--- src/rtl/rc4_pkg.sv ---
// rtl/rc4_pkg.sv - shared S-memory constants and init-stage state type
package rc4_pkg;

    localparam int S_ADDR_WIDTH = 8;
    localparam int S_DEPTH      = 256;

    typedef enum logic [1:0] {
        IDLE  = 2'd0,
        WRITE = 2'd1,
        DONE  = 2'd2
    } init_state_t;

endpackage

--- src/rtl/addr_counter.sv ---
// rtl/addr_counter.sv - ADDR_WIDTH-bit up-counter with clear, enable and all-ones flag
module addr_counter #(
    parameter int ADDR_WIDTH = 8
) (
    input  logic                  clock,
    input  logic                  reset,
    input  logic                  clear,
    input  logic                  enable,
    output logic [ADDR_WIDTH-1:0] count,
    output logic                  last
);

    logic [ADDR_WIDTH-1:0] count_q;
    logic [ADDR_WIDTH-1:0] count_d;

    // Clear wins over enable so a restart always begins at address 0.
    always_comb begin
        count_d = count_q;
        if (clear) begin
            count_d = '0;
        end else if (enable) begin
            count_d = count_q + 1'b1;
        end
    end

    // Count register; reset returns it to 0.
    always_ff @(posedge clock) begin
        if (reset) begin
            count_q <= '0;
        end else begin
            count_q <= count_d;
        end
    end

    assign count = count_q;
    // All-ones detect lets the counter stay exactly ADDR_WIDTH bits wide.
    assign last  = &count_q;

endmodule

--- src/rtl/init_memory_fsm.sv ---
// rtl/init_memory_fsm.sv - fills S-memory with the identity permutation on request
module init_memory_fsm
    import rc4_pkg::*;
#(
    parameter int ADDR_WIDTH = S_ADDR_WIDTH
) (
    input  logic                  clock,
    input  logic                  reset,
    input  logic                  start,
    output logic                  finish,
    output logic [ADDR_WIDTH-1:0] address,
    output logic [ADDR_WIDTH-1:0] data,
    output logic                  wren
);

    init_state_t           state_q;
    init_state_t           state_d;
    logic                  wren_q;
    logic                  wren_d;
    logic                  finish_q;
    logic                  finish_d;
    logic                  cnt_clr;
    logic                  cnt_en;
    logic                  cnt_last;
    logic [ADDR_WIDTH-1:0] cnt_value;

    addr_counter #(
        .ADDR_WIDTH (ADDR_WIDTH)
    ) u_addr_counter (
        .clock  (clock),
        .reset  (reset),
        .clear  (cnt_clr),
        .enable (cnt_en),
        .count  (cnt_value),
        .last   (cnt_last)
    );

    // Next-state and registered-output decode; counter holds on the final write.
    always_comb begin
        state_d  = state_q;
        wren_d   = wren_q;
        finish_d = finish_q;
        cnt_clr  = 1'b0;
        cnt_en   = 1'b0;
        unique case (state_q)
            IDLE: begin
                wren_d   = 1'b0;
                finish_d = 1'b0;
                if (start) begin
                    state_d = WRITE;
                    wren_d  = 1'b1;
                    cnt_clr = 1'b1;
                end
            end
            WRITE: begin
                wren_d   = 1'b1;
                finish_d = 1'b0;
                if (cnt_last) begin
                    state_d  = DONE;
                    wren_d   = 1'b0;
                    finish_d = 1'b1;
                end else begin
                    cnt_en = 1'b1;
                end
            end
            DONE: begin
                wren_d   = 1'b0;
                finish_d = 1'b1;
                if (!start) begin
                    state_d  = IDLE;
                    finish_d = 1'b0;
                    cnt_clr  = 1'b1;
                end
            end
            default: begin
                state_d  = IDLE;
                wren_d   = 1'b0;
                finish_d = 1'b0;
                cnt_clr  = 1'b1;
            end
        endcase
    end

    // State and output registers; reset takes priority over every transition.
    always_ff @(posedge clock) begin
        if (reset) begin
            state_q  <= IDLE;
            wren_q   <= 1'b0;
            finish_q <= 1'b0;
        end else begin
            state_q  <= state_d;
            wren_q   <= wren_d;
            finish_q <= finish_d;
        end
    end

    assign finish  = finish_q;
    assign wren    = wren_q;
    assign address = cnt_value;
    // Identity permutation: write data is the address itself.
    assign data    = cnt_value;

endmodule

--- config.mk ---
export PLATFORM = sky130hd
export DESIGN_NAME = init_memory_fsm
export DESIGN_NICKNAME = d
export VERILOG_FILES = /design/src/rtl/rc4_pkg.sv /design/src/rtl/addr_counter.sv /design/src/rtl/init_memory_fsm.sv
export SDC_FILE = /design/constraint.sdc
export NUM_CORES = 1
export LEC_CHECK = 0
export ABC_AREA = 1
export BUFFER_PORTS_ARGS = -buffer_cell sky130_fd_sc_hd__buf_2
export CAP_MARGIN = 25
export CORE_UTILIZATION = 50
export CTS_CLUSTER_DIAMETER = 80
export DETAILED_ROUTE_END_ITERATION = 7
export HOLD_SLACK_MARGIN = 0.03
export PLACE_DENSITY = 0.77
export REMOVE_ABC_BUFFERS = 1
export SYNTH_ARGS = -nofsm -noshare
export SYNTH_HDL_FRONTEND = slang
export SYNTH_SLANG_ARGS = --single-unit
--- constraint.sdc ---
create_clock -name clock -period 2.76 [get_ports clock]
set_input_delay 0.138 -clock clock [delete_from_list [all_inputs] [get_ports clock]]
set_output_delay 0.138 -clock clock [all_outputs]
set_load 0.03 [all_outputs]
# Word level (Yosys, flattened, before mapping)
# Cells that the tools add are included.
# op_classes
eq_ne	5
add_sub_neg	1
mux	12
n_reduce_logical	4
# ops
operator	n
$add 8x1->8 const B	1
$reduce_and 8->1	1
$mux 2	3
$ne 2x2->1 const B	3
$pmux 2 s3	1
$mux 1	5
$pmux 1 s2	2
$pmux 1 s3	1
$reduce_and 3->1	1
$eq 2x1->1 const B	1
$eq 2x2->1 const B	1
$logic_not 2->1	1
$reduce_or 2->1	1
# word_totals
word_cells	26
output_inout_bits	18
ff_bits	12
in_bits	3

# Longest topological paths before layout
# Gate-level depths: netlist (run 1).
# depth
depth_word	3
mapped_depth	9
ltp_nobuf	8

# By module
# Synthesis (run 1) repeated with hierarchy kept, for this count alone.
# unflattened
cells_unflattened	102
hier_area_um2	730.7
# modules_own_cells
module	instances	cells_each	seq_area_each_um2	area_each_um2
addr_counter	1	53	160.2	380.4
init_memory_fsm	1	49	80.1	350.3

# Worst setup path before layout (run 1)
# OpenSTA, ideal clock, no wires.
# synth_timing
kind	reg-to-reg
start	register u_addr_counter.count_q[1], in the netlist u_addr_counter.count[1]
end	register state_q[0]
t_arrival_ns	1.450
setup_slack_ns	1.193
period_less_slack_ns	1.567
n_path_buf	1
required_time_ns	2.644
setup_ns	0.116
stages_incl_launch_ff	10
path_cell_list	dfxtp_1 > ha_1 > inv_4 > nor2_4 > nand2_4 > nand2_4 > buf_8 > nand2_1 > nand2_1 > a21oi_1
# synth_between
elab_chain_cells	3
# synth_lines
item	line_no	rtl
start: declaration	addr_counter.sv:13	logic [ADDR_WIDTH-1:0] count_q;
start signal: assignment	addr_counter.sv:31	count_q <= count_d;
$reduce_and 8->1	addr_counter.sv:37	assign last = &count_q;
$ne 2x2->1 (no source line)	n/a	
$reduce_and 3->1 (no source line)	n/a	
end signal: assignment	init_memory_fsm.sv:91	state_q <= state_d;
end: declaration	init_memory_fsm.sv:16	init_state_t state_q;
# No other way between the ends.
# A chain may end at the register's enable or synchronous reset.

# Worst setup path after layout (run 1)
# layout_timing
start	register state_q[0]
end	register u_addr_counter.count_q[4], in the netlist u_addr_counter.count[4]
# layout_between
elab_chain_cells	3
word_cells_on_any_way	6
cone_classes	eq/ne: 2; mux: 2; reduce/logical: 2
# layout_lines
item	line_no	rtl
$eq 2x2->1 (tied with other cells)	init_memory_fsm.sv:45	unique case (state_q)
$pmux 1 s3	init_memory_fsm.sv:45	
$reduce_or 2->1 (no source line)	n/a	
# Parallel ways exist; a longest one is shown, timed or not.

==> flow_summary.toml, run 1 <==
[synthesis]
synth_top_area_share_pct = 32.11
synth_cell_types = 21
syn_area_sq_um = 748.2
synth_top_area_cell = "dfxtp_1"
synthCells = 105
synth_warnings = 0
ys_top_cells_by_area = "dfxtp_1, nand2_1, ha_1, buf_4, inv_1"
avgSynthCellArea_sq_um = 7.126
ys_ff_latch = 12
synth_seq_area_share_pct = 32.11

[pwr]
p_int_mw = 0.3294
p_seq_share_pct = 37.9
p_switching_mw = 0.2601
power_density_mw_per_mm2 = 723.7
combPwrFrac_pct = 43.5
p_leak_nw = 0.4152
switching_share_pct = 44.12
p_clk_share_pct = 18.6
ir_drop_mv = 0.3980

[cts]
cts.sinks = 12
clk_path_buf_depth = 2
post_cts_buffers = 0
cts-hold-fix-buffers = 0
clk_latency_ns = 0.27
cts_resized = 0
cts_root_buf = "clkbuf_4"
clk_pin_slew_worst_paths_ns = 0.08
cts_tree = "done"
cts_made_buffers = 3
htree_num_levels = 1

[job]
maxCapViolCount = 0

[setup_path]
rr_endpoint = "u_addr_counter.count[4]"
worstPathRequired_ns = 2.96
reg2reg_slack_ns = 1.33
cp.arrival_ns = 1.63
crit_fanout = 5
crit_type = "flip-flop to flip-flop"
end_kind = "flip-flop"
startpoint_type = "flip-flop"
ff2ff_path_depth = 7
timing.rr.start = "state_q[0]"

[final_layout]
antenna_cells = 0
nets = 129
instances_no_fill = 134
drive_gt1_share_pct = 25.21
area_growth_pct = 8.863

[floorplanning]
die_w_um = 40.69
start_util_pct = 55.42
io_pins = 21
die_h_um = 40.69
dieArea_sq_mm = 0.001655
placementRows = 13
core-area_sq_mm = 0.001350

[global_routing]
grt_antenna_before_repair = 0
grtUsageMet3_pct = 3.261
overflow = 0
grt_pass1_wl_um = 2042
grt_use_total_pct = 19.05
grt_pass1_vias = 565
grt_max_degree = 12
met2_usage_pct = 35.32
gr-usage-met1_pct = 19.21
gr-max-usage-layer = "met2"

[detailed_routing]
drt.antenna.violating_nets = 0
routed_wl_um = 1335
via_count = 641
drtPass1Iterations = 4
drt_iter0_markers = 5
post_drt_wl_per_cell_um = 9.963
drc = 0
via_per_inst = 4.784

[placement]
place_inst = 131
hpwl_um = 1055
place_congestion = 0.7258
pre_cts_slack_ns = 1.343
io_buffers = 20

[run_status]
status = "finished, final reports clean"

[sta]
worst_pin_slew_ns = 0.3104
fin_crit_sh_pct = 51.92
holdWs_ns = 0.08845
fin_ws_ns = 1.327
period_needed_ns = 1.433
fin_setup_tns_ns = 0
slew_viol_final = 0
relSlewSlack_pct = 79.12
hold_violations = 0
fmax_ghz = 0.6979
skew_ns = 0.002311
setup-violations-final = 0
rsz0062_at_grt = "false"

[hold_path]
hold_end = "finish"
hold_class = "primary input to flip-flop"
whs_path_depth = 2
min_from = "reset"
-- cell usage in the layout (no fill, tap or decap) --
cell type  count
nand2_1       26
buf_2         20
inv_1         12
dfxtp_1       12
nor2_1        11
nand3_1        7
a21oi_1        7
ha_1           5
clkbuf_4       3
nand2_4        2
xor2_1         2
o21ai_1        2
o21ai_0        2
nor2_2         1
inv_4          1
nand2_2        1
nor2_4         1
inv_2          1
a21boi_0       1
nand4_1        1
xnor2_1        1
-- layout make-up --
type / count / area, sq um
fill: 131 / 535.5
multi-input combinational: 70 / 377.9
sequential: 12 / 240.2
timing repair buffer: 20 / 100.1
inverter: 14 / 55.05
clock buffer: 3 / 22.52
tap: 15 / 18.77
-- per-layer routing --
metal,up-vias,part of all wire [%]
li1,348,-
met1,281,46
met2,10,50
met3,2,3.0
met4,0,0.90
met5,-,0
-- synth_stat cells --
| cell type | n |
|---|---|
| nand2_1 | 26 |
| dfxtp_1 | 12 |
| inv_1 | 12 |
| nor2_1 | 11 |
| buf_4 | 8 |
| a21oi_1 | 7 |
| nand3_1 | 7 |
| ha_1 | 5 |
| nand2_4 | 2 |
| o21ai_0 | 2 |
| o21ai_1 | 2 |
| xor2_1 | 2 |
| a21boi_0 | 1 |
| buf_8 | 1 |
| inv_2 | 1 |
| inv_4 | 1 |
| nand2_2 | 1 |
| nand4_1 | 1 |
| nor2_2 | 1 |
| nor2_4 | 1 |
| xnor2_1 | 1 |
-- cells by family after synthesis --
| family | count (synthesis) | synth area share [%] |
|---|---|---|
| AND/OR/NAND/NOR | 50 | 30.27 |
| AO/OA/AOI/OAI | 12 | 8.361 |
| flip-flops | 12 | 32.11 |
| buffers and inverters | 23 | 17.39 |
| adder cells (fa/ha/maj) | 5 | 8.361 |
| XOR/XNOR | 3 | 3.512 |
-- power by group through the flow --
stage	Sequential [mW]	Combinational, mW	Clock [mW]
after floorplan	0.270	0.154	0
after global placement	0.226	0.252	0
after detailed placement	0.228	0.259	0
after CTS	0.224	0.260	0.110
after global routing	0.228	0.288	0.115
final	0.223	0.256	0.110
-- metrics by stage --
step / utilization [%] / instance area, sq um / total power, mW
6_report: 60.33 / 814.5 / 0.5894
3_3_place_gp: 58.67 / 792.0 / 0.4777
5_1_grt: 60.33 / 814.5 / 0.6320
3_5_place_dp: 58.67 / 792.0 / 0.4870
2_1_floorplan: - / 673.1 / 0.4244
4_1_cts: 60.33 / 814.5 / 0.5945
-- critical path: stages, from the launching register on --
cell and delay [ns]:
dfxtp_1 0.38, inv_1 0.08, ha_1 0.23, nand2_1 0.08, nand3_1 0.07, nor2_1 0.24
inv_1 0.14, a21oi_1 0.14
-- state kept, by name, indices dropped and copies added (netlist names) --
register              cells
u_addr_counter.count      8
state_q                   2
finish                    1
wren                      1
-- worst max path at each step --
stage,startpoint,end,slack [ns],depth (start not counted)
2_1_floorplan,u_addr_counter.count[1],u_addr_counter.count[0],1.02,8
3_3_place_gp,u_addr_counter.count[0],u_addr_counter.count[0],1.37,8
3_5_place_dp,u_addr_counter.count[0],state_q[0],1.34,8
6_report,state_q[0],u_addr_counter.count[4],1.33,7
4_1_cts,state_q[0],state_q[0],1.33,7
5_1_grt,state_q[1],u_addr_counter.count[4],1.18,7
No activity file was read; power rests on OpenSTA's default activity.
==> inputs of run 2 (changes only) <==
--- a/config.mk
+++ b/config.mk
@@ -8,11 +8,11 @@
 export ABC_AREA = 1
 export BUFFER_PORTS_ARGS = -buffer_cell sky130_fd_sc_hd__buf_2
 export CAP_MARGIN = 25
-export CORE_UTILIZATION = 50
+export CORE_UTILIZATION = 45
 export CTS_CLUSTER_DIAMETER = 80
 export DETAILED_ROUTE_END_ITERATION = 7
 export HOLD_SLACK_MARGIN = 0.03
-export PLACE_DENSITY = 0.77
+export PLACE_DENSITY = 0.73
 export REMOVE_ABC_BUFFERS = 1
 export SYNTH_ARGS = -nofsm -noshare
 export SYNTH_HDL_FRONTEND = slang
==> constraint.sdc (replaced) <==
create_clock -name clock -period 1.2 [get_ports clock]
set_input_delay 0.06 -clock clock [delete_from_list [all_inputs] [get_ports clock]]
set_output_delay 0.06 -clock clock [all_outputs]
set_load 0.03 [all_outputs]
==> flow_summary.toml, run 2 (same netlist as run 1, synthesis figures left out) <==
[final_layout]
drive_gt1_share_pct = 52.86
multiInputGateArea_sq_um = 500.5
fin_area_sq_mm = 0.001115
antenna_cells = 0
final_common_cell = "nand2_1"
fill_cells = 123
regArea_sq_um = 250.2
instances_no_fill = 156
nets = 150
layout_common_cells = "nand2_1, buf_2, buf_4"
largest_register_ff_count = 8
area_growth_pct = 49.00

[detailed_routing]
wl_met3_um = 71
via_per_inst = 4.814
drc = 0
routed_wl_um = 1802
wl_met2_um = 947
dr.max_layer_used = "met4"
drtPass1Iterations = 4
drt.antenna.violating_nets = 0
wl_met1_um = 770
via_count = 751
drt_iter0_markers = 13
post_drt_wl_per_cell_um = 11.55

[job]
maxCapViolCount = 0

[setup_path]
crit_fanout = 4
cp.arrival_ns = 1.50
crit_chain = "ha_4 > inv_4 > nor2_4 > buf_4 > xor2_1 > nand2_1 > a21oi_1"
crit_buf_inv = 2
end_kind = "flip-flop"
crit_family = "flip-flops"
crit_type = "flip-flop to flip-flop"
slowest_stage = "dfxtp_2"
worstPathRequired_ns = 1.41
slowest_delay_ns = 0.36
startpoint_type = "flip-flop"

[global_routing]
grt_antenna_before_repair = 0
grt_pass1_wl_um = 2691
grt_use_total_pct = 20.11
grt_pass1_vias = 620
overflow = 0
grt_max_degree = 12

[sta]
worst_pin_slew_ns = 0.1759
hold_violations = 0
period_needed_ns = 1.287
skew_ns = 0.007384
fin_ws_ns = -0.08692
slew_viol_final = 0
rsz0062_at_grt = "true"
fmax_ghz = 0.7771
fin_crit_sh_pct = 107.2
relSlewSlack_pct = 88.25
setup-violations-final = 10

[cts]
cts.sinks = 12
clk_pin_slew_worst_paths_ns = 0.08
clk_path_buf_depth = 2
cts_tree = "done"
cts_root_buf = "clkbuf_4"
cts_made_buffers = 3
htree_num_levels = 1
clk_latency_ns = 0.27

[placement]
io_buffers = 20
place_area_sq_um = 905.9
place_congestion = 0.7525
hpwl_um = 1149
place_inst = 147

[floorplanning]
core-area_sq_mm = 0.001524
dieArea_sq_mm = 0.001830
start_util_pct = 49.10
placementRows = 14
die_w_um = 42.78
io_pins = 21
die_h_um = 42.78

[pwr]
p_leak_nw = 0.5442
power_density_mw_per_mm2 = 1740
ir_drop_mv = 1.639

[run_status]
status = "finished, violations left"
failed_checks = "setup timing"

[hold_path]
hold_class = "primary input to flip-flop"
[run 2: power by group]
part,switching (mW),total (mW),internal [mW]
Sequential,0.0605,0.537,0.476
Clock,0.134,0.250,0.116
Combinational,0.634,1.15,0.519
[run 2: tightest hold or removal path, cell delays in order]
cell	delay, ns
buf_2	0.13
nand2_2	0.06
nand2_1	0.05
nand2_1	0.05
nor2_1	0.03
[run 2: layer usage]
layer  global-route usage [%]  vias up
li1                         -      391
met1                    22.14      337
met2                    36.36       21
met3                    3.830        2
met4                    9.375        0
met5                        0        -
[run 2: worst paths after layout]
check / slack (ns) / to / depth (start not counted) / from
setup / recovery: -0.09 / u_addr_counter.count[4] / 7 / u_addr_counter.count[0]
hold / removal: 0.15 / finish / 5 / start
setup reg to reg: -0.09 / u_addr_counter.count[4] / 7 / u_addr_counter.count[0]
hold reg to reg: 0.50 / state_q[1] / 2 / state_q[1]
[run 2: area by class of cell]
cell class	count	share of cell area, %
Multi-Input combinational cell	71	44.89
Inverter	14	5.163
Tap cell	16	1.796
Sequential cell	12	22.45
Timing Repair Buffer	40	23.68
Clock buffer	3	2.020
[run 2: per-stage QoR]
step	hold WS [ns]	TNS, ns	worst slack [ns]	power (mW)	util (%)
2_1_floorplan	0.1291	-5.881	-0.5369	0.9762	-
3_3_place_gp	0.2890	-0.8983	-0.1122	1.253	59.44
3_5_place_dp	0.2942	-1.404	-0.1948	1.274	59.44
4_1_cts	0.1432	-0.07077	-0.02703	1.768	68.06
5_1_grt	0.1727	-1.006	-0.1498	2.067	73.15
6_report	0.1511	-0.2703	-0.08692	1.940	73.15
[run 2: repair_timing]
item	in CTS	in global routing
cloned	0	1
hold buffers	1	0
endpoints found under the hold margin	4	0
setup endpoints to repair	11	11
resized for setup	29	11
pin swaps	8	9
buffers inserted	0	4
